===== config.mk =====
export PLATFORM = sky130hd
export DESIGN_NAME = pulse_shaper_flat
export DESIGN_NICKNAME = d
export VERILOG_FILES = /design/src/rtl/pulse_shaper_if.sv /design/src/rtl/pulse_shaper.sv /design/src/flat_wrapper.sv
export SDC_FILE = /design/constraint.sdc
export NUM_CORES = 1
export LEC_CHECK = 0
export BUFFER_PORTS_ARGS = -buffer_cell sky130_fd_sc_hd__buf_2
export CORE_MARGIN = 4
export CORE_UTILIZATION = 60
export DETAILED_ROUTE_END_ITERATION = 10
export PLACE_DENSITY = 0.77
export SYNTH_ARGS = -nofsm -noshare
export SYNTH_HDL_FRONTEND = slang
export SYNTH_SLANG_ARGS = --single-unit

===== constraint.sdc =====
create_clock -name clk -period 14.5 [get_ports clk]
set_input_delay 2.175 -clock clk [delete_from_list [all_inputs] [get_ports clk]]
set_output_delay 2.175 -clock clk [all_outputs]
set_load 0.02 [all_outputs]

===== src/rtl/pulse_shaper_if.sv =====
// pulse_shaper_if -- sample stream bundle between the symbol mapper and
// the I/Q pulse-shaping FIR.
//
// Signals
//   in_valid    sample strobe toward the shaper (mapper ready)
//   data_I_in   signed I sample into the shaper
//   data_Q_in   signed Q sample into the shaper
//   data_I_out  shaped signed I sample
//   data_Q_out  shaped signed Q sample
//   out_valid   data_*_out carry a new shaped sample this cycle
//
// Modports
//   master  producer side (drives inputs, observes shaped outputs)
//   slave   the shaper itself
`timescale 1ns/1ps

interface pulse_shaper_if #(
    parameter int WIDTH_DATA = 16
);
    logic                         in_valid;
    logic signed [WIDTH_DATA-1:0] data_I_in;
    logic signed [WIDTH_DATA-1:0] data_Q_in;
    logic signed [WIDTH_DATA-1:0] data_I_out;
    logic signed [WIDTH_DATA-1:0] data_Q_out;
    logic                         out_valid;

    modport master (
        output in_valid, data_I_in, data_Q_in,
        input  data_I_out, data_Q_out, out_valid
    );

    modport slave (
        input  in_valid, data_I_in, data_Q_in,
        output data_I_out, data_Q_out, out_valid
    );
endinterface


===== src/rtl/pulse_shaper.sv =====
// pulse_shaper -- dual-rail (I/Q) symmetric 8-tap FIR pulse shaper with a
// small sequencer that flushes the delay line with zeros when the input
// stream stops.
//
// Ports
//   clk    single clock, all state on the rising edge
//   rst_n  asynchronous active-low reset
//   bus    pulse_shaper_if.slave: in_valid, data_I_in, data_Q_in in;
//          data_I_out, data_Q_out, out_valid out
//
// Parameters
//   WIDTH_DATA  signed sample width in and out (default 16)
//   NTAPS       FIR length (default 8); coefficients beyond tap 7 are zero
//
// Build option
//   PULSE_SHAPER_SAT_EN  defined: out-of-range results clamp to the signed
//                        limits; undefined: results wrap (low WIDTH_DATA bits).
//
// State | meaning
// ------+---------------------------------------------------------------
// IDLE  | no stream; delay line holds, shifts only on in_valid
// RUN   | stream active; shift every cycle
// FLUSH | stream stopped; shift zeros until the last sample leaves the taps
`timescale 1ns/1ps

module pulse_shaper #(
    parameter int WIDTH_DATA = 16,
    parameter int NTAPS      = 8
) (
    input  logic           clk,
    input  logic           rst_n,
    pulse_shaper_if.slave  bus
);

    localparam int PROD_W = WIDTH_DATA + 16;
    localparam int ACC_W  = PROD_W + 3;
    localparam int RES_W  = ACC_W - 15;
    localparam int CNT_W  = (NTAPS > 2) ? $clog2(NTAPS) : 1;

    typedef enum logic [1:0] {
        IDLE  = 2'd0,
        RUN   = 2'd1,
        FLUSH = 2'd2
    } state_t;

    state_t                        state;
    logic [CNT_W-1:0]              flush_cnt;
    logic                          shift_d;
    logic signed [WIDTH_DATA-1:0]  x_i [NTAPS];
    logic signed [WIDTH_DATA-1:0]  x_q [NTAPS];

    logic                          shift_en;
    logic signed [WIDTH_DATA-1:0]  new_i;
    logic signed [WIDTH_DATA-1:0]  new_q;
    logic signed [ACC_W-1:0]       acc_i;
    logic signed [ACC_W-1:0]       acc_q;
    logic signed [RES_W-1:0]       res_i;
    logic signed [RES_W-1:0]       res_q;
    logic signed [WIDTH_DATA-1:0]  y_i;
    logic signed [WIDTH_DATA-1:0]  y_q;

    function automatic logic signed [15:0] coef(input int k);
        case (k)
            0, 7:    return -16'sd512;
            2, 5:    return 16'sd4096;
            3, 4:    return 16'sd12288;
            default: return 16'sd0;
        endcase
    endfunction

    // Outside IDLE the line shifts every cycle; a missing sample becomes zero.
    assign shift_en = bus.in_valid || (state != IDLE);
    assign new_i    = bus.in_valid ? bus.data_I_in : '0;
    assign new_q    = bus.in_valid ? bus.data_Q_in : '0;

    always_comb begin
        acc_i = '0;
        acc_q = '0;
        for (int k = 0; k < NTAPS; k++) begin
            acc_i = acc_i + ACC_W'(PROD_W'(x_i[k]) * PROD_W'(coef(k)));
            acc_q = acc_q + ACC_W'(PROD_W'(x_q[k]) * PROD_W'(coef(k)));
        end
    end

    // Dropping the low 15 bits of a signed value is an arithmetic shift that
    // rounds toward minus infinity.
    assign res_i = acc_i[ACC_W-1:15];
    assign res_q = acc_q[ACC_W-1:15];

    logic unused_lsb;
    assign unused_lsb = ^{acc_i[14:0], acc_q[14:0]};

`ifdef PULSE_SHAPER_SAT_EN
    function automatic logic signed [WIDTH_DATA-1:0] clamp(
        input logic signed [RES_W-1:0] r
    );
        logic [RES_W-WIDTH_DATA:0] top;
        top = r[RES_W-1:WIDTH_DATA-1];
        if ((&top) || !(|top))
            return r[WIDTH_DATA-1:0];
        else if (r[RES_W-1])
            return {1'b1, {(WIDTH_DATA-1){1'b0}}};
        else
            return {1'b0, {(WIDTH_DATA-1){1'b1}}};
    endfunction

    assign y_i = clamp(res_i);
    assign y_q = clamp(res_q);
`else
    assign y_i = res_i[WIDTH_DATA-1:0];
    assign y_q = res_q[WIDTH_DATA-1:0];

    logic unused_msb;
    assign unused_msb = ^{res_i[RES_W-1:WIDTH_DATA], res_q[RES_W-1:WIDTH_DATA]};
`endif

    always_ff @(posedge clk or negedge rst_n) begin
        if (!rst_n) begin
            state          <= IDLE;
            flush_cnt      <= '0;
            shift_d        <= 1'b0;
            bus.out_valid  <= 1'b0;
            bus.data_I_out <= '0;
            bus.data_Q_out <= '0;
            for (int k = 0; k < NTAPS; k++) begin
                x_i[k] <= '0;
                x_q[k] <= '0;
            end
        end else begin
            // Output register samples the taps one edge after each shift.
            shift_d       <= shift_en;
            bus.out_valid <= shift_d;
            if (shift_d) begin
                bus.data_I_out <= y_i;
                bus.data_Q_out <= y_q;
            end

            if (shift_en) begin
                x_i[0] <= new_i;
                x_q[0] <= new_q;
                for (int k = 1; k < NTAPS; k++) begin
                    x_i[k] <= x_i[k-1];
                    x_q[k] <= x_q[k-1];
                end
            end

            case (state)
                IDLE: begin
                    if (bus.in_valid)
                        state <= RUN;
                end
                RUN: begin
                    if (!bus.in_valid) begin
                        if (NTAPS <= 2) begin
                            state <= IDLE;
                        end else begin
                            flush_cnt <= CNT_W'(NTAPS - 2);
                            state     <= FLUSH;
                        end
                    end
                end
                FLUSH: begin
                    if (bus.in_valid) begin
                        state <= RUN;
                    end else begin
                        // The shift that brings the counter to zero is the
                        // last one: NTAPS-1 zero shifts including RUN's.
                        flush_cnt <= flush_cnt - 1'b1;
                        if (flush_cnt <= CNT_W'(1))
                            state <= IDLE;
                    end
                end
                default: state <= IDLE;
            endcase
        end
    end

endmodule


===== src/flat_wrapper.sv =====
// flat-port wrapper written by rule: the top's interface ports become plain ports
module pulse_shaper_flat 
#(
    parameter int WIDTH_DATA = 16,
    parameter int NTAPS      = 8
)
  (clk, rst_n, bus_in_valid, bus_data_I_in, bus_data_Q_in, bus_data_I_out, bus_data_Q_out, bus_out_valid);
  pulse_shaper_if #(.WIDTH_DATA(WIDTH_DATA)) bus_i ();
  input  logic clk;
  input  logic rst_n;
  input wire logic [$bits(bus_i.in_valid)-1:0] bus_in_valid;
  input wire logic [$bits(bus_i.data_I_in)-1:0] bus_data_I_in;
  input wire logic [$bits(bus_i.data_Q_in)-1:0] bus_data_Q_in;
  output wire logic [$bits(bus_i.data_I_out)-1:0] bus_data_I_out;
  output wire logic [$bits(bus_i.data_Q_out)-1:0] bus_data_Q_out;
  output wire logic [$bits(bus_i.out_valid)-1:0] bus_out_valid;
  assign bus_i.in_valid = bus_in_valid;
  assign bus_i.data_I_in = bus_data_I_in;
  assign bus_i.data_Q_in = bus_data_Q_in;
  assign bus_data_I_out = bus_i.data_I_out;
  assign bus_data_Q_out = bus_i.data_Q_out;
  assign bus_out_valid = bus_i.out_valid;
  pulse_shaper #(.WIDTH_DATA(WIDTH_DATA), .NTAPS(NTAPS)) u_core (.clk(clk), .rst_n(rst_n), .bus(bus_i));
endmodule

==> metrics.txt, run 1 <==
final std cells w/o fill=2557; top cell type's share of synthesized area=37.10%; met2 WL=21.44 mm; Skew-Pair Late Insertion Delay=520 ps; first-pass GRT wire length=74.68 mm; Resized Gates After CTS=0; Hold Path Origin=u_core.x_q[100]$_DFFE_PN0N_; reg-to-reg setup timing slack=8040 ps; Routed Antenna Nets=0; hold path depth=2; asr flop ratio synth=100.0%; # port buffers=67; #FFs+latches synth=295; Yosys top cell by area=dfrtp_1; vias per cell=5.595; RD Place Congestion=0.9295; clock skew=12.57 ps; WL met3=1.817 mm; initial antenna violation count=0; top_reg_cell synth=dfrtp_1; vias in the first global route=14770; setup TNS=0 ps; Core ar.=32620 um2; Rows=66; Hold-fix buffers, CTS=0; WL final=44.17 mm; met1 wire length=19.55 mm; fin crit share=44.56%; CTS Buffer Depth=3; Mapped Area=19900 um2; worst min-delay path class=flip-flop to flip-flop; chip height=190.1 um; Clock Sinks=295; Post-synth EDFFs=0; largest net degree at the start of global routing=160; CTS H-Tree Depth=2; ranking of synthesized cells by area=dfrtp_1, fa_1, ha_1; outcome=finished, final reports clean; GRT overflow=0; detailed placement HPWL=32.35 mm; CP required=14850 ps; worst r2r src=u_core.x_q[65]$_DFFE_PN0N_; overall die area=36150 um2; Initial Util=61.01%; hold path endpoint=u_core.x_q[100]$_DFFE_PN0N_; CP Capture Type=flip-flop; # diodes=0; # Max-Cap Violations=0; total track usage=25.40%; Commonest cells post-synth=nand2_1, dfrtp_1, inv_1; reg-to-reg endpoint=u_core.bus.data_Q_out[15]$_DFFE_PN0P_; Yosys cell types=59; CP Launch Type=flip-flop; number of fill cells=2481; Die X=190.1 um; Top Layer Used=met4; wire per inst=17.28 um; CP max FO=5; area delta synth->final=9.305%; Setup Fix Bufs, Post-CTS=0; Avg Inst Size Synth=9.731 um2; Hold Violations, Final=0; reg2reg path depth=21; dpl cells=2497; fin nets=2437; Synth Warn #=0; Final setup viols=0; Inserted Clock Buffers=34; routed via count=14310; most frequent cell after synthesis=nand2_1; CTS Root Cell=clkbuf_16; Worst-Margin Slew=1119 ps; Worst slew margin=25.41%; Max Clock Freq=0.1548 GHz; sequential fraction of the synthesis area=37.10%; Ports=68; DRC=0; crit path DAT=6810 ps; Mapped Cells=2045; critical path type=flip-flop to flip-flop; CTS tree=done; Synth Net Count=2391; fin crit period=6462 ps; Worst-path clk slew=60 ps; pins over their slew limit=0; Initial DRC Count=785; fraction of layout instances using a drive strength above 1=8.274%; RSZ-0062 raised after global routing=no; first drt pass iteration count=5
sequential cells by signal (all words and copies together) (netlist names):
name                   cells
u_core.bus.data_I_out     16
u_core.bus.data_Q_out     16
u_core.bus.out_valid       1
u_core.flush_cnt           3
u_core.shift_d             1
u_core.state               2
u_core.x_i               128
u_core.x_q               128
critical path, cell delays in order, from the launching register on:
cell	delay (ps)
dfrtp_1	420
ha_1	320
ha_1	230
fa_1	420
a211o_1	300
a2111oi_0	680
o21bai_1	150
xnor2_1	220
fa_1	480
fa_1	540
fa_1	550
inv_1	40
ha_1	340
a21oi_1	150
o211ai_1	120
a31oi_1	280
nand3_1	160
a31oi_1	300
o21bai_1	140
a21o_1	200
xnor3_1	190
a21oi_1	60
per-stage QoR:
step | util, % | setup WS [ps] | instance area (um2) | hold WS, ps
2_1_floorplan | - | 8713 | 19900 | 351.9
3_5_place_dp | 63.23 | 8098 | 20630 | 455.7
3_3_place_gp | 63.23 | 8195 | 20630 | 449.6
5_1_grt | 66.69 | 7620 | 21750 | 479.1
4_1_cts | 66.69 | 8055 | 21750 | 467.8
6_report | 66.69 | 8038 | 21750 | 469.8
cell families after synthesis:
logic type / after synthesis / synth area share (%)
AOI/OAI and AO/OA: 349 / 10.53
DFF: 295 / 37.10
adders and majority gates: 311 / 25.06
buffers and inverters: 259 / 4.904
and+or+nand+nor: 652 / 14.13
xor gates and xnor gates: 151 / 6.715
muxes: 28 / 1.572
cell type report:
type                            instances  area (um2)  share of cell area, %
Clock buffer                           48        1007                  4.630
Clock inverter                         12       118.9                 0.5464
Inverter                              193       729.5                  3.353
Multi-Input combinational cell       1491       11550                  53.09
Sequential cell                       295        7383                  33.94
Tap cell                              442       553.0                  2.542
Timing Repair Buffer                   76       412.9                  1.898
cells in the final DEF, fill, tap and decap left out, types with 9 or more instances in the layout:
cell and n:
nand2_1 446, dfrtp_1 294, inv_1 192, o21ai_0 172, ha_1 165, fa_1 146
xnor2_1 95, buf_2 66, a21oi_1 64, nor2_1 60, xor2_1 55, nor3_1 38
clkbuf_16 37, a22o_1 27, mux2_2 26, a21o_1 20, nand3_1 20, o21a_1 14
nor4_1 12, nand2b_1 11, o21bai_1 10, buf_4 9
routing by layer:
metal / up-vias / GRT usage [%]
met2: 300 / 42.03
met5: - / 0
li1: 6815 / -
met3: 79 / 3.083
met1: 7112 / 35.51
met4: 0 / 7.930
worst max path at each step:
stage | from | end | slack [ps] | cells past startpoint
finish | u_core.x_q[65]$_DFFE_PN0N_ | u_core.bus.data_Q_out[15]$_DFFE_PN0P_ | 8040 | 21
global route | u_core.x_q[65]$_DFFE_PN0N_ | u_core.bus.data_Q_out[15]$_DFFE_PN0P_ | 7620 | 21
CTS | u_core.x_q[65]$_DFFE_PN0N_ | u_core.bus.data_Q_out[15]$_DFFE_PN0P_ | 8060 | 21
detailed placement | u_core.x_q[65]$_DFFE_PN0N_ | u_core.bus.data_Q_out[15]$_DFFE_PN0P_ | 8100 | 21
global placement | u_core.x_q[65]$_DFFE_PN0N_ | u_core.bus.data_Q_out[15]$_DFFE_PN0P_ | 8190 | 21
floorplan | u_core.x_q[65]$_DFFE_PN0N_ | u_core.bus.data_Q_out[15]$_DFFE_PN0P_ | 8710 | 21
Power of run 1 is left out: the tool's default activity adds up to more than one toggle a clock period on the data nets, which glitch-free logic cannot reach.
==> inputs of run 2 (changes only) <==
--- a/config.mk
+++ b/config.mk
@@ -5,11 +5,12 @@
 export SDC_FILE = /design/constraint.sdc
 export NUM_CORES = 1
 export LEC_CHECK = 0
+export ABC_AREA = 1
 export BUFFER_PORTS_ARGS = -buffer_cell sky130_fd_sc_hd__buf_2
 export CORE_MARGIN = 4
-export CORE_UTILIZATION = 60
+export CORE_UTILIZATION = 58
 export DETAILED_ROUTE_END_ITERATION = 10
-export PLACE_DENSITY = 0.77
+export PLACE_DENSITY = 0.78
 export SYNTH_ARGS = -nofsm -noshare
 export SYNTH_HDL_FRONTEND = slang
 export SYNTH_SLANG_ARGS = --single-unit
==> constraint.sdc (replaced) <==
create_clock -name clk -period 5.5 [get_ports clk]
set_input_delay 0.825 -clock clk [delete_from_list [all_inputs] [get_ports clk]]
set_output_delay 0.825 -clock clk [all_outputs]
set_load 0.02 [all_outputs]
==> run 2 against run 1 <==
Effect of this change: first-iteration DRC count grew 67%; critical path depth grew 5; synthesized area rose by 5.5%; die area rose by 8.7%; register-to-register slack got worse by 7800 ps; synthesized cell count increased by 20%; highest routed layer unchanged; count of clock-buffer cells in the layout grew 1; setup slack worse by 7800 ps; flip-flop and latch count unchanged; final cell count up 18%; global-route usage up 1.3 points; routed wire length grew 17%.
==> metrics.txt, run 2 <==
outcome=finished, final reports clean (unchanged); worst setup path start=u_core.x_q[56]$_DFFE_PN0N_ (was u_core.x_q[65]$_DFFE_PN0N_); #FFs+latches synth=295 (unchanged); Ports=68 (unchanged); WL final=51.90 mm (was 44.17 mm); Synth Net Count=2810 (was 2391); Avg Inst Size Synth=8.519 um2 (was 9.731 um2); # port buffers=67 (unchanged); setup TNS=0 ps (unchanged); detailed placement HPWL=39.10 mm (was 32.35 mm); Rows=69 (was 66); number of fill cells=2897 (was 2481); Skew-Pair Late Insertion Delay=560 ps (was 520 ps); fin crit period=5284 ps (was 6462 ps); fin area=23560 um2 (was 21750 um2); vias per cell=5.477 (was 5.595); Clock Sinks=295 (unchanged); CP Launch Type=flip-flop (unchanged); Largest regs=u_core.x_i (128), u_core.x_q (128) (unchanged); chip height=198.2 um (was 190.1 um); Synth Warn #=0 (unchanged); Die X=198.2 um (was 190.1 um); ranking of synthesized cells by area=dfrtp_1, fa_1, ha_1 (unchanged); Hold-fix buffers, CTS=0 (unchanged); mux contribution to synthesized area=0% (was 1.572%); Mapped Area=20990 um2 (was 19900 um2); first-pass GRT wire length=83.61 mm (was 74.68 mm); Mapped Cells=2464 (was 2045); largest family of logic cells by synthesized area=adder cells (unchanged); top cell type's share of synthesized area=35.17% (was 37.10%); initial antenna violation count=0 (unchanged); worst r2r src=u_core.x_q[56]$_DFFE_PN0N_ (was u_core.x_q[65]$_DFFE_PN0N_); fin crit share=96.07% (was 44.56%); Worst slew margin=21.17% (was 25.41%); Post-Synth Simple-Gate Area=16.95% (was 14.13%); first drt pass iteration count=7 (was 5); pins over their slew limit=0 (unchanged); asr flop ratio synth=100.0% (unchanged); Routed Antenna Nets=0 (unchanged); Yosys top cell by area=dfrtp_1 (unchanged); most common cell after layout, fill and taps aside=nand2_1 (unchanged); area delta synth->final=12.25% (was 9.305%); Adder-Cell Fraction of Synth Area=23.76% (was 25.06%); wire per inst=17.26 um (was 17.28 um); CP max FO=4 (was 5); CTS Buffer Depth=3 (unchanged); # Max-Cap Violations=0 (unchanged); CP required=5930 ps (was 14850 ps); fraction of layout instances using a drive strength above 1=10.96% (was 8.274%); overall die area=39300 um2 (was 36150 um2); CTS Root Cell=clkbuf_16 (unchanged); XOR/XNOR Fraction of Synth Area=4.798% (was 6.715%); CTS tree=done (unchanged); worst min-delay path class=input port to asynchronous set/reset pin (was flip-flop to flip-flop); Core ar.=35660 um2 (was 32620 um2); Compound-Gate Fraction of Synth Area=11.12% (was 10.52%); DRC=0 (unchanged); CTS H-Tree Depth=2 (unchanged); routed via count=16470 (was 14310); Inserted Clock Buffers=35 (was 34); Commonest cells post-synth=nand2_1, inv_1, dfrtp_1 (was nand2_1, dfrtp_1, inv_1); CP Capture Point=u_core.bus.data_Q_out[15]$_DFFE_PN0P_ (unchanged); reg-to-reg endpoint=u_core.bus.data_Q_out[15]$_DFFE_PN0P_ (unchanged); largest net degree at the start of global routing=133 (was 160); Initial Util=58.87% (was 61.01%); dpl cell area=21820 um2 (was 20630 um2); fin nets=2867 (was 2437); Worst-Margin Slew=1181 ps (was 1119 ps); vias in the first global route=16120 (was 14770); most frequent cells in the layout=nand2_1, inv_1, dfrtp_1 (was nand2_1, dfrtp_1, inv_1); top_reg_cell synth=dfrtp_1 (unchanged); CP Capture Type=flip-flop (unchanged); Hold Violations, Final=0 (unchanged); RSZ-0062 raised after global routing=yes (was no); reg2reg path depth=26 (was 21); sequential fraction of the synthesis area=35.17% (was 37.10%); Yosys cell types=49 (was 59); # diodes=0 (unchanged); Final setup viols=0 (unchanged); Max Clock Freq=0.1893 GHz (was 0.1548 GHz); most frequent cell after synthesis=nand2_1 (unchanged); critical path type=flip-flop to flip-flop (unchanged); RD Place Congestion=0.9134 (was 0.9295); reg-to-reg setup timing slack=220 ps (was 8040 ps); crit path DAT=5710 ps (was 6810 ps); Initial DRC Count=1312 (was 785); GRT overflow=0 (unchanged); total track usage=26.69% (was 25.40%); clock skew=20.52 ps (was 12.57 ps); Worst-path clk slew=60 ps (about the same); Post-synth EDFFs=0 (unchanged)
run 2: metrics by stage:
step                      setup slack (ps)  cells  utilization, %  hold WS (ps)
final                                216.3   3007           66.09         296.8
after global routing                -10.84   3007           66.09         348.0
after CTS                           0.5405   3004           64.58         333.6
after detailed placement            -63.02   2942           61.20         467.2
after global placement               31.99   2942           61.20         451.4
after floorplan                      585.8   2464               -         437.5
run 2: how the worst min path moves through the flow:
stage                                                 end  slack (ps)  depth (start not counted)
after floorplan               u_core.state[0]$_DFFE_PN0P_         440                          1
after global routing      u_core.flush_cnt[1]$_DFFE_PN0P_         350                          1
after detailed placement        u_core.x_q[5]$_DFFE_PN0N_         470                          2
final                     u_core.flush_cnt[0]$_DFFE_PN0P_         300                          1
after CTS                 u_core.flush_cnt[0]$_DFFE_PN0P_         330                          1
after global placement        u_core.state[0]$_DFFE_PN0P_         450                          1
run 2: layout make-up:
cell class	count	area, um2	area share [%]
Clock inverter	13	168.9	0.7168
Timing Repair Buffer	83	528.0	2.241
Clock buffer	49	999.7	4.243
Sequential cell	295	7387	31.35
Multi-Input combinational cell	1717	12440	52.81
Inverter	389	1460	6.197
Tap cell	461	576.8	2.448
run 2: routing by layer:
metal,routed length (um),global-route usage (%),vias to the layer above
met5,0,0,-
met4,1284,7.294,0
met3,2984,4.220,69
met2,23750,40.95,464
met1,23880,39.98,7992
li1,-,-,7944
run 2: logic make-up (layout without fill, tap and decap cells):
family	after synthesis	count (layout)
simple gates	846	846
buf+inv	452	534
xor+xnor	115	115
fa+ha+maj	311	311
compound gates	445	445
flops	295	295
run 2: timing repair:
action | in CTS | in global routing
pin swaps | 2 | 30
gates resized for setup | 6 | 101
buffers inserted | 0 | 3
endpoints found under the hold margin | 0 | 0
setup endpoints to repair | 3 | 14
run 2: critical path, stage by stage, from the launching register on:
cell	delay, ps
dfrtp_1	430
ha_1	320
ha_2	380
nand2_1	130
nor3_2	170
nand3_1	110
nand2_2	140
a21oi_2	80
o21bai_2	200
nand2_1	80
nand2_1	110
xor2_2	210
fa_1	450
fa_1	490
fa_1	570
inv_1	70
ha_4	250
inv_2	70
o21ai_1	90
nand3_1	90
nand2_1	80
a21oi_1	130
nand2_1	80
a31oi_2	170
nand3_1	100
nand3_1	90
nand2_1	60
Power of run 2 is left out for the same reason.
==> inputs of run 3 (changes only) <==
--- a/config.mk
+++ b/config.mk
@@ -11,6 +11,8 @@
 export CORE_UTILIZATION = 58
 export DETAILED_ROUTE_END_ITERATION = 10
 export PLACE_DENSITY = 0.78
+export RECOVER_POWER = 100
+export SLEW_MARGIN = 30
 export SYNTH_ARGS = -nofsm -noshare
 export SYNTH_HDL_FRONTEND = slang
 export SYNTH_SLANG_ARGS = --single-unit
==> run 3 against run 2 <==
Effect of this change: via count is 0.29% higher; setup slack lost 23 ps; the run now ends with max-capacitance violations, max-slew violations left; final cell count stayed put; count of clock-buffer cells in the layout stayed put; first-iteration DRC count fell by 2.2%.
==> metrics.txt, run 3 (same netlist as run 2, synthesis figures left out) <==
met1 wire length=23.82 mm (was 23.88 mm); CTS Root Cell=clkbuf_16 (unchanged); Rows=69 (unchanged); RSZ-0062 raised after global routing=yes (unchanged); Hold Violations, Final=0 (unchanged); Hold Path Origin=u_core.x_i[88]$_DFFE_PN0N_; Placement Setup Slack=-40.80 ps (was -63.02 ps); Worst slew margin=-70.73% (was 21.17%); Core ar.=35660 um2 (unchanged); reg-to-reg endpoint=u_core.bus.data_Q_out[15]$_DFFE_PN0P_ (unchanged); GRT overflow=0 (unchanged); Worst-Margin Slew=2554 ps (was 1181 ps); worst min-delay path class=flip-flop to flip-flop (was input port to asynchronous set/reset pin); Top Layer Used=met4 (unchanged); DRC=0 (unchanged); # Max-Cap Violations=4 (was 0); first-pass GRT wire length=83.61 mm (unchanged); vias per cell=5.493 (was 5.477); area delta synth->final=11.79% (was 12.25%); Largest regs=u_core.x_i (128), u_core.x_q (128) (unchanged); CP max FO=4 (unchanged); worst r2r src=u_core.x_q[56]$_DFFE_PN0N_ (unchanged); largest net degree at the start of global routing=133 (unchanged); PnR worst setup slack=193.8 ps (was 216.3 ps); Clock Sinks=295 (unchanged); failing checks=max-capacitance violations, max-slew violations; Worst-path clk slew=60 ps (about the same); fraction of layout instances using a drive strength above 1=9.269% (was 10.96%); initial antenna violation count=0 (unchanged); Final setup viols=0 (unchanged); crit path DAT=5740 ps (was 5710 ps); CP Capture Type=flip-flop (unchanged); CTS H-Tree Depth=2 (unchanged); routed via count=16520 (was 16470); reg-to-reg setup timing slack=190 ps (was 220 ps); # port buffers=67 (unchanged); Initial Util=58.87% (unchanged); hold slack=478.3 ps (was 296.8 ps); clock skew=23.00 ps (was 20.52 ps); dpl cell area=21820 um2 (unchanged); Routed Antenna Nets=0 (unchanged); wire per inst=17.30 um (was 17.26 um); Inserted Clock Buffers=35 (unchanged); detailed placement HPWL=39.10 mm (unchanged); Ports=68 (unchanged); hold path depth=2; CP required=5930 ps (about the same); fin crit period=5306 ps (was 5284 ps); fin nets=2867 (unchanged); WL final=52.03 mm (was 51.90 mm); Initial DRC Count=1283 (was 1312); CTS Buffer Depth=3 (unchanged); Hold-fix buffers, CTS=0 (unchanged); most common cell after layout, fill and taps aside=nand2_1 (unchanged); met2 WL=23.83 mm (was 23.75 mm); # diodes=0 (unchanged); critical path type=flip-flop to flip-flop (unchanged); CP Launch Type=flip-flop (unchanged); Max Clock Freq=0.1885 GHz (was 0.1893 GHz); Skew-Pair Late Insertion Delay=560 ps (about the same); overall die area=39300 um2 (unchanged); first drt pass iteration count=5 (was 7); WL met3=3.087 mm (was 2.984 mm); outcome=finished, violations left (was finished, final reports clean); chip height=198.2 um (unchanged); Die X=198.2 um (unchanged); pins over their slew limit=241 (was 0); setup TNS=0 ps (unchanged); CTS tree=done (unchanged); reg2reg path depth=26 (unchanged); hold path endpoint=u_core.x_i[72]$_DFFE_PN0N_; fin crit share=96.48% (was 96.07%); vias in the first global route=16120 (unchanged); most frequent cells in the layout=nand2_1, inv_1, dfrtp_1 (unchanged); total track usage=26.69% (about the same); RD Place Congestion=0.9134 (unchanged); fin area=23470 um2 (was 23560 um2)
run 3: layout make-up:
type	instances	area (um2)
clock inverter	13	168.9
timing repair buffer	83	461.7
multi-input combinational	1717	12410
tap	461	576.8
clock buffer	49	999.7
fill	2928	12190
sequential	295	7387
inverter	389	1460
run 3: metal layers:
layer	up-vias	global-route usage (%)
li1	7930	-
met2	495	40.95
met5	-	0
met4	0	7.294
met1	8022	39.98
met3	70	4.220
run 3: worst max-delay path, cell delays in order, from the launching register on:
cell and delay (ps):
dfrtp_1 430, ha_1 320, ha_2 390, nand2_1 130, nor3_2 170, nand3_1 110, nand2_2 140, a21oi_2 80
o21bai_2 190, nand2_1 80, nand2_1 110, xor2_2 210, fa_1 450, fa_1 490, fa_1 570, inv_1 70
ha_4 250, inv_2 70, o21ai_1 90, nand3_1 90, nand2_1 80, a21oi_1 130, nand2_1 80, a31oi_2 170
nand3_1 100, nand3_1 90, nand2_1 60
run 3: repair_timing:
item | in CTS | in global routing
gates cloned | 0 | 0
pin swaps | 2 | 29
gates resized for setup | 4 | 97
buffers inserted | 0 | 3
setup endpoints to repair | 3 | 13
run 3: stage by stage:
stage / utilization [%] / cells
after floorplan: - / 2464
after global routing: 65.81 / 3007
final: 65.81 / 3007
after CTS: 64.55 / 3004
after detailed placement: 61.20 / 2942
after global placement: 61.20 / 2942
run 3: how the worst max path moves through the flow:
| stage | start | end | slack, ps |
|---|---|---|---|
| floorplan | u_core.x_q[51]$_DFFE_PN0N_ | u_core.bus.data_Q_out[9]$_DFFE_PN0P_ | 590 |
| detailed placement | u_core.x_q[50]$_DFFE_PN0N_ | u_core.bus.data_Q_out[14]$_DFFE_PN0P_ | -40 |
| CTS | u_core.x_q[68]$_DFFE_PN0N_ | u_core.bus.data_Q_out[15]$_DFFE_PN0P_ | 0.2 |
| global placement | u_core.x_q[50]$_DFFE_PN0N_ | u_core.bus.data_Q_out[14]$_DFFE_PN0P_ | 30 |
| finish | u_core.x_q[56]$_DFFE_PN0N_ | u_core.bus.data_Q_out[15]$_DFFE_PN0P_ | 190 |
| global route | u_core.x_q[66]$_DFFE_PN0N_ | u_core.bus.data_Q_out[15]$_DFFE_PN0P_ | -30 |
Power of run 3 is left out for the same reason.
